### src/rtl/booth_radix4_sequencer.sv
// Sequential radix-4 Booth multiplier that retires two multiplier bits per clock over WIDTH/2 steps.
// Define BOOTH_OVERFLOW_DETECT_EN to drive data_exception from signed-overflow detection; otherwise it is tied low.
module booth_radix4_sequencer #(
    parameter int WIDTH = 32
) (
    input  logic             clock,
    input  logic             reset,
    input  logic             ctrl_MULT,
    input  logic             ctrl_DIV,
    input  logic [WIDTH-1:0] data_operandA,
    input  logic [WIDTH-1:0] data_operandB,
    output logic [WIDTH-1:0] data_result,
    output logic             data_exception,
    output logic             data_resultRDY,
    output logic             busy
);

    localparam int STEPS = WIDTH / 2;
    localparam int CW    = (STEPS > 1) ? $clog2(STEPS) : 1;

    typedef enum logic [1:0] {
        IDLE,
        RUN,
        DONE
    } state_t;

    state_t state, state_next;

    logic [WIDTH+1:0] acc, acc_next, partial, m_ext, sum;
    logic [WIDTH-1:0] m, q, q_next;
    logic             q_low, q_low_next;
    logic [CW-1:0]    count;
    logic             last_step;
    logic             step_en;

    // ACC is two bits wider than the operands, so adding +/-2M cannot overflow it.
    assign m_ext = {{2{m[WIDTH-1]}}, m};

    always_comb begin
        partial = '0;
        case ({q[1:0], q_low})
            3'b001, 3'b010: partial = m_ext;
            3'b011:         partial = m_ext << 1;
            3'b100:         partial = -(m_ext << 1);
            3'b101, 3'b110: partial = -m_ext;
            default:        partial = '0;
        endcase
    end

    assign sum        = acc + partial;
    assign acc_next   = {{2{sum[WIDTH+1]}}, sum[WIDTH+1:2]};
    assign q_next     = {sum[1:0], q[WIDTH-1:2]};
    assign q_low_next = q[1];
    assign last_step  = (count == CW'(STEPS - 1));
    assign step_en    = (state == RUN) && !ctrl_MULT && !ctrl_DIV;

    always_ff @(posedge clock or posedge reset) begin
        if (reset) begin
            state <= IDLE;
        end else begin
            state <= state_next;
        end
    end

    always_comb begin
        state_next = state;
        case (state)
            IDLE: state_next = IDLE;
            RUN: begin
                if (ctrl_DIV) begin
                    state_next = IDLE;
                end else if (last_step) begin
                    state_next = DONE;
                end
            end
            DONE:    state_next = IDLE;
            default: state_next = IDLE;
        endcase
        // A start request wins from any state, including over an abort.
        if (ctrl_MULT) begin
            state_next = RUN;
        end
    end

    assign busy           = (state == RUN);
    assign data_resultRDY = (state == DONE);

    always_ff @(posedge clock or posedge reset) begin
        if (reset) begin
            m           <= '0;
            q           <= '0;
            acc         <= '0;
            q_low       <= 1'b0;
            count       <= '0;
            data_result <= '0;
        end else if (ctrl_MULT) begin
            m     <= data_operandA;
            q     <= data_operandB;
            acc   <= '0;
            q_low <= 1'b0;
            count <= '0;
        end else if (step_en) begin
            acc   <= acc_next;
            q     <= q_next;
            q_low <= q_low_next;
            count <= count + CW'(1);
            if (last_step) begin
                data_result <= q_next;
            end
        end
    end

`ifdef BOOTH_OVERFLOW_DETECT_EN
    logic exception_reg;

    // The full product is {acc_next[WIDTH-1:0], q_next}; overflow when its upper half is not a pure sign extension.
    always_ff @(posedge clock or posedge reset) begin
        if (reset) begin
            exception_reg <= 1'b0;
        end else if (step_en && last_step) begin
            exception_reg <= (acc_next[WIDTH-1:0] != {WIDTH{q_next[WIDTH-1]}});
        end
    end

    assign data_exception = exception_reg;
`else
    assign data_exception = 1'b0;
`endif

endmodule

### config.mk
export PLATFORM = sky130hd
export DESIGN_NAME = booth_radix4_sequencer
export DESIGN_NICKNAME = d
export VERILOG_FILES = /design/src/rtl/booth_radix4_sequencer.sv
export SDC_FILE = /design/constraint.sdc
export NUM_CORES = 1
export LEC_CHECK = 0
export ABC_AREA = 1
export BUFFER_PORTS_ARGS = -buffer_cell sky130_fd_sc_hd__buf_4
export CAP_MARGIN = 20
export CORE_MARGIN = 5
export CORE_UTILIZATION = 55
export DETAILED_ROUTE_END_ITERATION = 8
export GPL_TIMING_DRIVEN = 0
export PLACE_DENSITY = 0.76
export SYNTH_ARGS = -nofsm -noshare
export SYNTH_HDL_FRONTEND = slang
export SYNTH_SLANG_ARGS = --single-unit
export TNS_END_PERCENT = 20
### constraint.sdc
create_clock -name clock -period 5.1 [get_ports clock]
set_input_delay 1.02 -clock clock [delete_from_list [all_inputs] [get_ports clock]]
set_output_delay 1.02 -clock clock [all_outputs]
set_load 0.005 [all_outputs]
# ---- Word level (Yosys, flattened, before mapping)
# Cells that the tools add are included.
dict set report totals {
  output_inout_bits 35
  in_bits 68
  ff_bits 137
  wordCells 43
}
dict set report op_classes {
  n_addsub 4
  n_reduce_logical 8
  mux 13
  n_bitwise 1
  eq_ne 10
}
# cell n
set ops {}
lappend ops {{one-hot mux 34 bit (4 select lines)} 1}
lappend ops {{2-to-1 mux 34 bit} 2}
lappend ops {{negator 34 bit} 2}
lappend ops {{2-to-1 mux 32 bit} 2}
lappend ops {{adder 34 bit} 1}
lappend ops {{equality test 3 bit, second input constant} 3}
lappend ops {{2-to-1 mux 2 bit} 4}
lappend ops {{2-to-1 mux 4 bit} 2}
lappend ops {{equality test 3 x 2 -> 1 bit, second input constant} 2}
lappend ops {{adder 4 x 1 -> 4 bit, second input constant} 1}
lappend ops {{equality test 4 bit, second input constant} 1}
lappend ops {{inequality test 4 x 3 -> 1 bit, second input constant} 1}
lappend ops {{OR reduction 2 bit} 2}
lappend ops {{equality test 3 x 1 -> 1 bit, second input constant} 1}
lappend ops {{AND reduction 3 bit} 1}
lappend ops {{equality test 2 x 1 -> 1 bit, second input constant} 1}
lappend ops {{equality test 2 bit, second input constant} 1}
lappend ops {{logical AND 1 bit} 2}
lappend ops {{zero test 1 bit} 2}
lappend ops {{2-to-1 mux 1 bit} 2}
lappend ops {{nonzero test 2 bit} 1}
lappend ops {{NOT 1 bit} 1}

# ---- Depth between registers and ports, before layout
dict set report depth {
  ltp_word 6
  ltp_mapped 25
  ltp_nobuf 25
}

# ---- Least setup slack after synthesis
# No wires, ideal clock.
dict set report synth_timing {
  path_kind {register to register}
  from {register m[0]}
  to {register acc[29]}
  period_less_slack_ps 2857
  path_buffers 0
  setup_time_ps 127
  t_required_ps 4973
  t_arrival_ps 2730
  path_stages_with_launch 21
  slack_ps 2243
  cell_sequence {dfrtp_1 inv_1 ha_1 nand3_2 inv_2 nand2_4 nor2_4 nand3_2 nor2_1 xor2_1 inv_1 nand2_1 nand4_1 ha_1 nand2_1 nor2_1 inv_1 nor4_1 nand2_1 a21oi_1 o21ai_0}
}
dict set report synth_between {
  elab_chain_cells 5
  word_cells_on_any_way 6
  cone_classes {add/sub (3); mux (3)}
}
# item line
set synth_lines {}
lappend synth_lines {{from (decl)} 30} ;# logic [WIDTH-1:0] m, q, q_next;
lappend synth_lines {{from (signal assigned)} 97} ;# m <= data_operandA;
lappend synth_lines {{negator 34 bit (on tied branches)} {45, 44}}
lappend synth_lines {{one-hot mux 34 bit (4 select lines) *} 41} ;# case ({q[1:0], q_low})
lappend synth_lines {{adder 34 bit *} 50} ;# assign sum = acc + partial;
lappend synth_lines {{2-to-1 mux 34 bit *} 102} ;# end else if (step_en) begin
lappend synth_lines {{2-to-1 mux 34 bit *} 96} ;# end else if (ctrl_MULT) begin
lappend synth_lines {{to (signal assigned)} 103} ;# acc <= acc_next;
lappend synth_lines {{to (decl)} 29} ;# logic [WIDTH+1:0] acc, acc_next, partial, m_ext, sum;
# Every way passes the cells marked *; elsewhere a longest branch is shown, timed or not. The select of a mux whose other input is x is not followed.
# A chain may end at the register's enable or synchronous reset.

# ---- Final worst setup path
dict set report layout_timing {
  from {register q_low}
  to {register acc[23]}
}
dict set report layout_between {
  elab_chain_cells 6
  word_cells_on_any_way 12
  cone_classes {add/sub (1); eq/ne (6); mux (3); reduce/logical (2)}
}
# item line
set layout_lines {}
lappend layout_lines {{from (decl)} 31} ;# logic q_low, q_low_next;
lappend layout_lines {{from (signal assigned)} 105} ;# q_low <= q_low_next;
lappend layout_lines {{equality test 3 bit, or another cell as far along} 41}
lappend layout_lines {{OR reduction 2 bit} 41}
lappend layout_lines {{one-hot mux 34 bit (4 select lines) *} 41}
lappend layout_lines {{adder 34 bit *} 50}
lappend layout_lines {{2-to-1 mux 34 bit *} 102}
lappend layout_lines {{2-to-1 mux 34 bit *} 96}
# Marks and branches as above.

==> summary.md <==
| Metric | Value |
|---|---|
| Crit Path Category | register to register |
| Most common cell in the netlist | nand2_1 |
| Max_slew headroom | 49.3% |
| Final Worst Setup Slack | 1.22 ns |
| Final core utilization | 66.8% |
| Initial antenna violation count | 0 |
| Max cap viols | 0 |
| Final global-route overflow total | 0 |
| # IOs | 103 |
| Synth area leader | dfrtp_1 |
| Final HPWL DP | 20600 µm |
| Final Total Pwr | 3.41 mW |
| Die W | 138 µm |
| Post-Synthesis Cells | 1255 |
| Post-CTS Setup Repair Bufs | 0 |
| Worst hold path class | register to register |
| Post-CTS Resized | 0 |
| Synth Area in Compound Gates | 18.0% |
| Clock tree buffer depth | 2 |
| Worst vdd ir | 0.000240 V |
| Largest family of logic cells by synthesized area | simple AND/OR/NAND/NOR gates |
| RSZ-0062 raised after global routing | false |
| Post-DP Area | 10000 µm² |
| Post-Synth Simple-Gate Area | 28.7% |
| Core ar. | 15900 µm² |
| Avg Cell Area, Syn | 7.14 µm² |
| Critical Path Start Type | register |
| Pre-antenna DRT Iters | 5 |
| FFs w/ async S/R, synth | 100% |
| Largest net degree at the start of global routing | 96 |
| Commonest register cell after synthesis | dfrtp_1 |
| Nets | 1479 |
| Post-DRT Antenna Nets | 0 |
| Flip-flop and latch count after synthesis | ~140 |
| Full die area | 18900 µm² |
| Critical Path Start | q_low |
| Row count | 46 |
| Crit path cell chain | inv_1, nand2_1, nand2_1, nor2_1, inv_2, clkbuf_1, o211ai_1, ha_1, nand3_1, nand3_1, a21oi_1, o21ai_1, nand2_1, nand3_1, nand2_1, nand2_1, o21ai_1 |
| Clock tree from TritonCTS | yes |
| CTS clock-pin slew for the worst setup and hold paths | around 0.07 ns |
| Most frequent cells after synthesis | nand2_1 (387), inv_1 (136), dfrtp_1 (135) |
| Initial core utilization | roughly 56% |
| Setup TNS | 0 ns |
| Final GP Congestion | 0.983 |
| Most used cell, CP | nand2_1 |
| Vias in the first global route | 8505 |
| Synth area leaders | dfrtp_1 (38%), nand2_1 (16%), o21ai_0 (6.0%) |
| Mapped Area | 8960 µm² |
| DR WL/cell | 16.9 µm |
| First-pass GRT wire length | 43700 µm |
| Reg2reg setup slack | 1.22 ns |
| Outcome | completed |
| Post-Synth XOR/XNOR Area | 2.25% |
| Sink Count | approximately 140 |
| Leakage | 5.20 nW |
| WP data required | between 5 and 6 ns |
| PortBufs | 100 |
| Final min period | around 3.9 ns |
| Finished Cell Area | 10600 µm² |
| H-tree depth | 4 |
| Adder-cell share of the synthesized area | 5.11% |
| Hold_buf cts | 0 |
| Vias per inst | between 5 and 6 |
| Hold Path Origin | count[3] |
| Pre-CTS setup slack | approximately 1.4 ns |
| Post-placement cell count | roughly 1600 |
| Post-synth EDFFs | 0 |
| RR Startpoint | q_low |
| CP Max Fanout | 10 |
| FF-to-FF End | acc[23] |
| Hold Fails Final Rpt | 0 |
| Slowest stage delay, CP | 0.48 ns |
| Antenna Cells | 0 |
| Sequential share of the synthesized area | 37.7% |
| Worst Setup EP | acc[23] |
| Setup-failing EPs final | 0 |
| Clock skew | 0.00940 ns |
| Mapped Nets | 1359 |
| Crit end category | register |
| Multiplexer share of the synthesized area | 0% |
| Worst Tran Pin Value | 0.761 ns |
| GRT Util Overall | 29.7% |
| Fmax | 0.258 GHz |
| Worst skew pair latency | 0.44 ns |
| CTS buffer count | 17 |
| Post-synthesis cell type count | a little under 50 |
| DR iter-0 viols | 825 |
| WHS | just under 0.5 ns |
| Reg2reg path depth | 17 |
| Vias | 9158 |
| Fin cells | 1604 |
| PwrDens | 320 nW/µm² |
| Final period util | 76.0% |
| Synth top area share | 37.7% |
| Slowest stage cell on the critical path | nor2_1 |
| Vert. Die Dim | 138 µm |
| Area Growth Syn to Fin | 18.8% |
| Clock Tree Root | clkbuf_16 |
| Yosys synthesis warning count | 0 |
| Worst EP arrival | 4.24 ns |
| Post-Route WL | 27200 µm |
| Share of cells above drive strength 1 | 13.9% |
| Drt drc | 0 |
| Final Max Slew Viols | 0 |
[routing by layer]
metal | part of all wire [%] | wire [µm] | GRT usage, %
met3 | 7.6 | 2060 | 5.15
met4 | 2.6 | 715 | 9.04
met2 | 44 | 11900 | 45.1
met5 | 0 | 0 | 0
met1 | 46 | 12500 | 43.6
[critical path: cells and delay by family (launching register included)]
family          cells  cell delay, ns
flops               1            0.36
buf+inv             3            0.58
simple gates        9            1.45
fa+ha+maj           1            0.34
compound gates      4            1.07
[cells by family after synthesis]
| group | after synthesis |
|---|---|
| AOI/OAI and AO/OA | 263 |
| adders and majority gates | 36 |
| and+or+nand+nor | 604 |
| buffers and inverters | 193 |
| other | 1 |
| DFF | 135 |
| xor gates and xnor gates | 23 |
[layout by cell type (no fill, tap or decap), drive strengths merged, types with 4 or more instances in the layout]
cell / Yosys / final
o2111ai: 16 / 16
o22ai: 7 / 7
nand3b: 6 / 6
ha: 35 / 35
nor2: 110 / 110
o21bai: 7 / 7
nor3: 10 / 10
nor4: 4 / 4
o221ai: 33 / 33
clkinv: 2 / 12
xor2: 21 / 21
a21oi: 55 / 55
a221o: 5 / 5
dfrtp: 135 / 135
or2: 5 / 5
nand4: 14 / 14
nand3: 61 / 61
inv: 150 / 155
nand2: 393 / 393
o21ai: 125 / 125
clkbuf: 28 / 45
buf: 13 / 114
[sequential cells by signal, indices dropped and copies added (netlist names)]
| register | cells |
|---|---|
| data_result | 32 |
| count | 4 |
| q_low | 1 |
| acc | 32 |
| state | 2 |
| m | 32 |
| q | 32 |
[layout make-up]
type                            instances  area [µm²]
Multi-Input combinational cell        927        4840
Timing Repair Buffer                  101         778
Clock inverter                         15         206
Fill cell                            1463        5300
Sequential cell                       135        3380
Clock buffer                           17         425
Tap cell                              216         270
Inverter                              152         576
Buffer                                 41         168
[report_power, final]
part | internal (mW) | switching [mW] | total (mW) | leakage [nW]
logic | 0.302 | 0.600 | 0.901 | 3.18
clock network | 0.674 | 0.604 | 1.28 | 0.303
registers | 1.16 | 0.0635 | 1.23 | 1.72
[how the worst min path moves through the flow]
stage	endpoint	slack (ns)	depth (start not counted)
3_3_place_gp	count[3]	0.45	1
3_5_place_dp	acc[17]	0.47	2
2_1_floorplan	count[3]	0.43	1
4_1_cts	count[3]	0.49	1
5_1_grt	acc[27]	0.51	2
6_report	count[3]	0.48	1
Note: power is estimated with default switching activity, not from simulation.
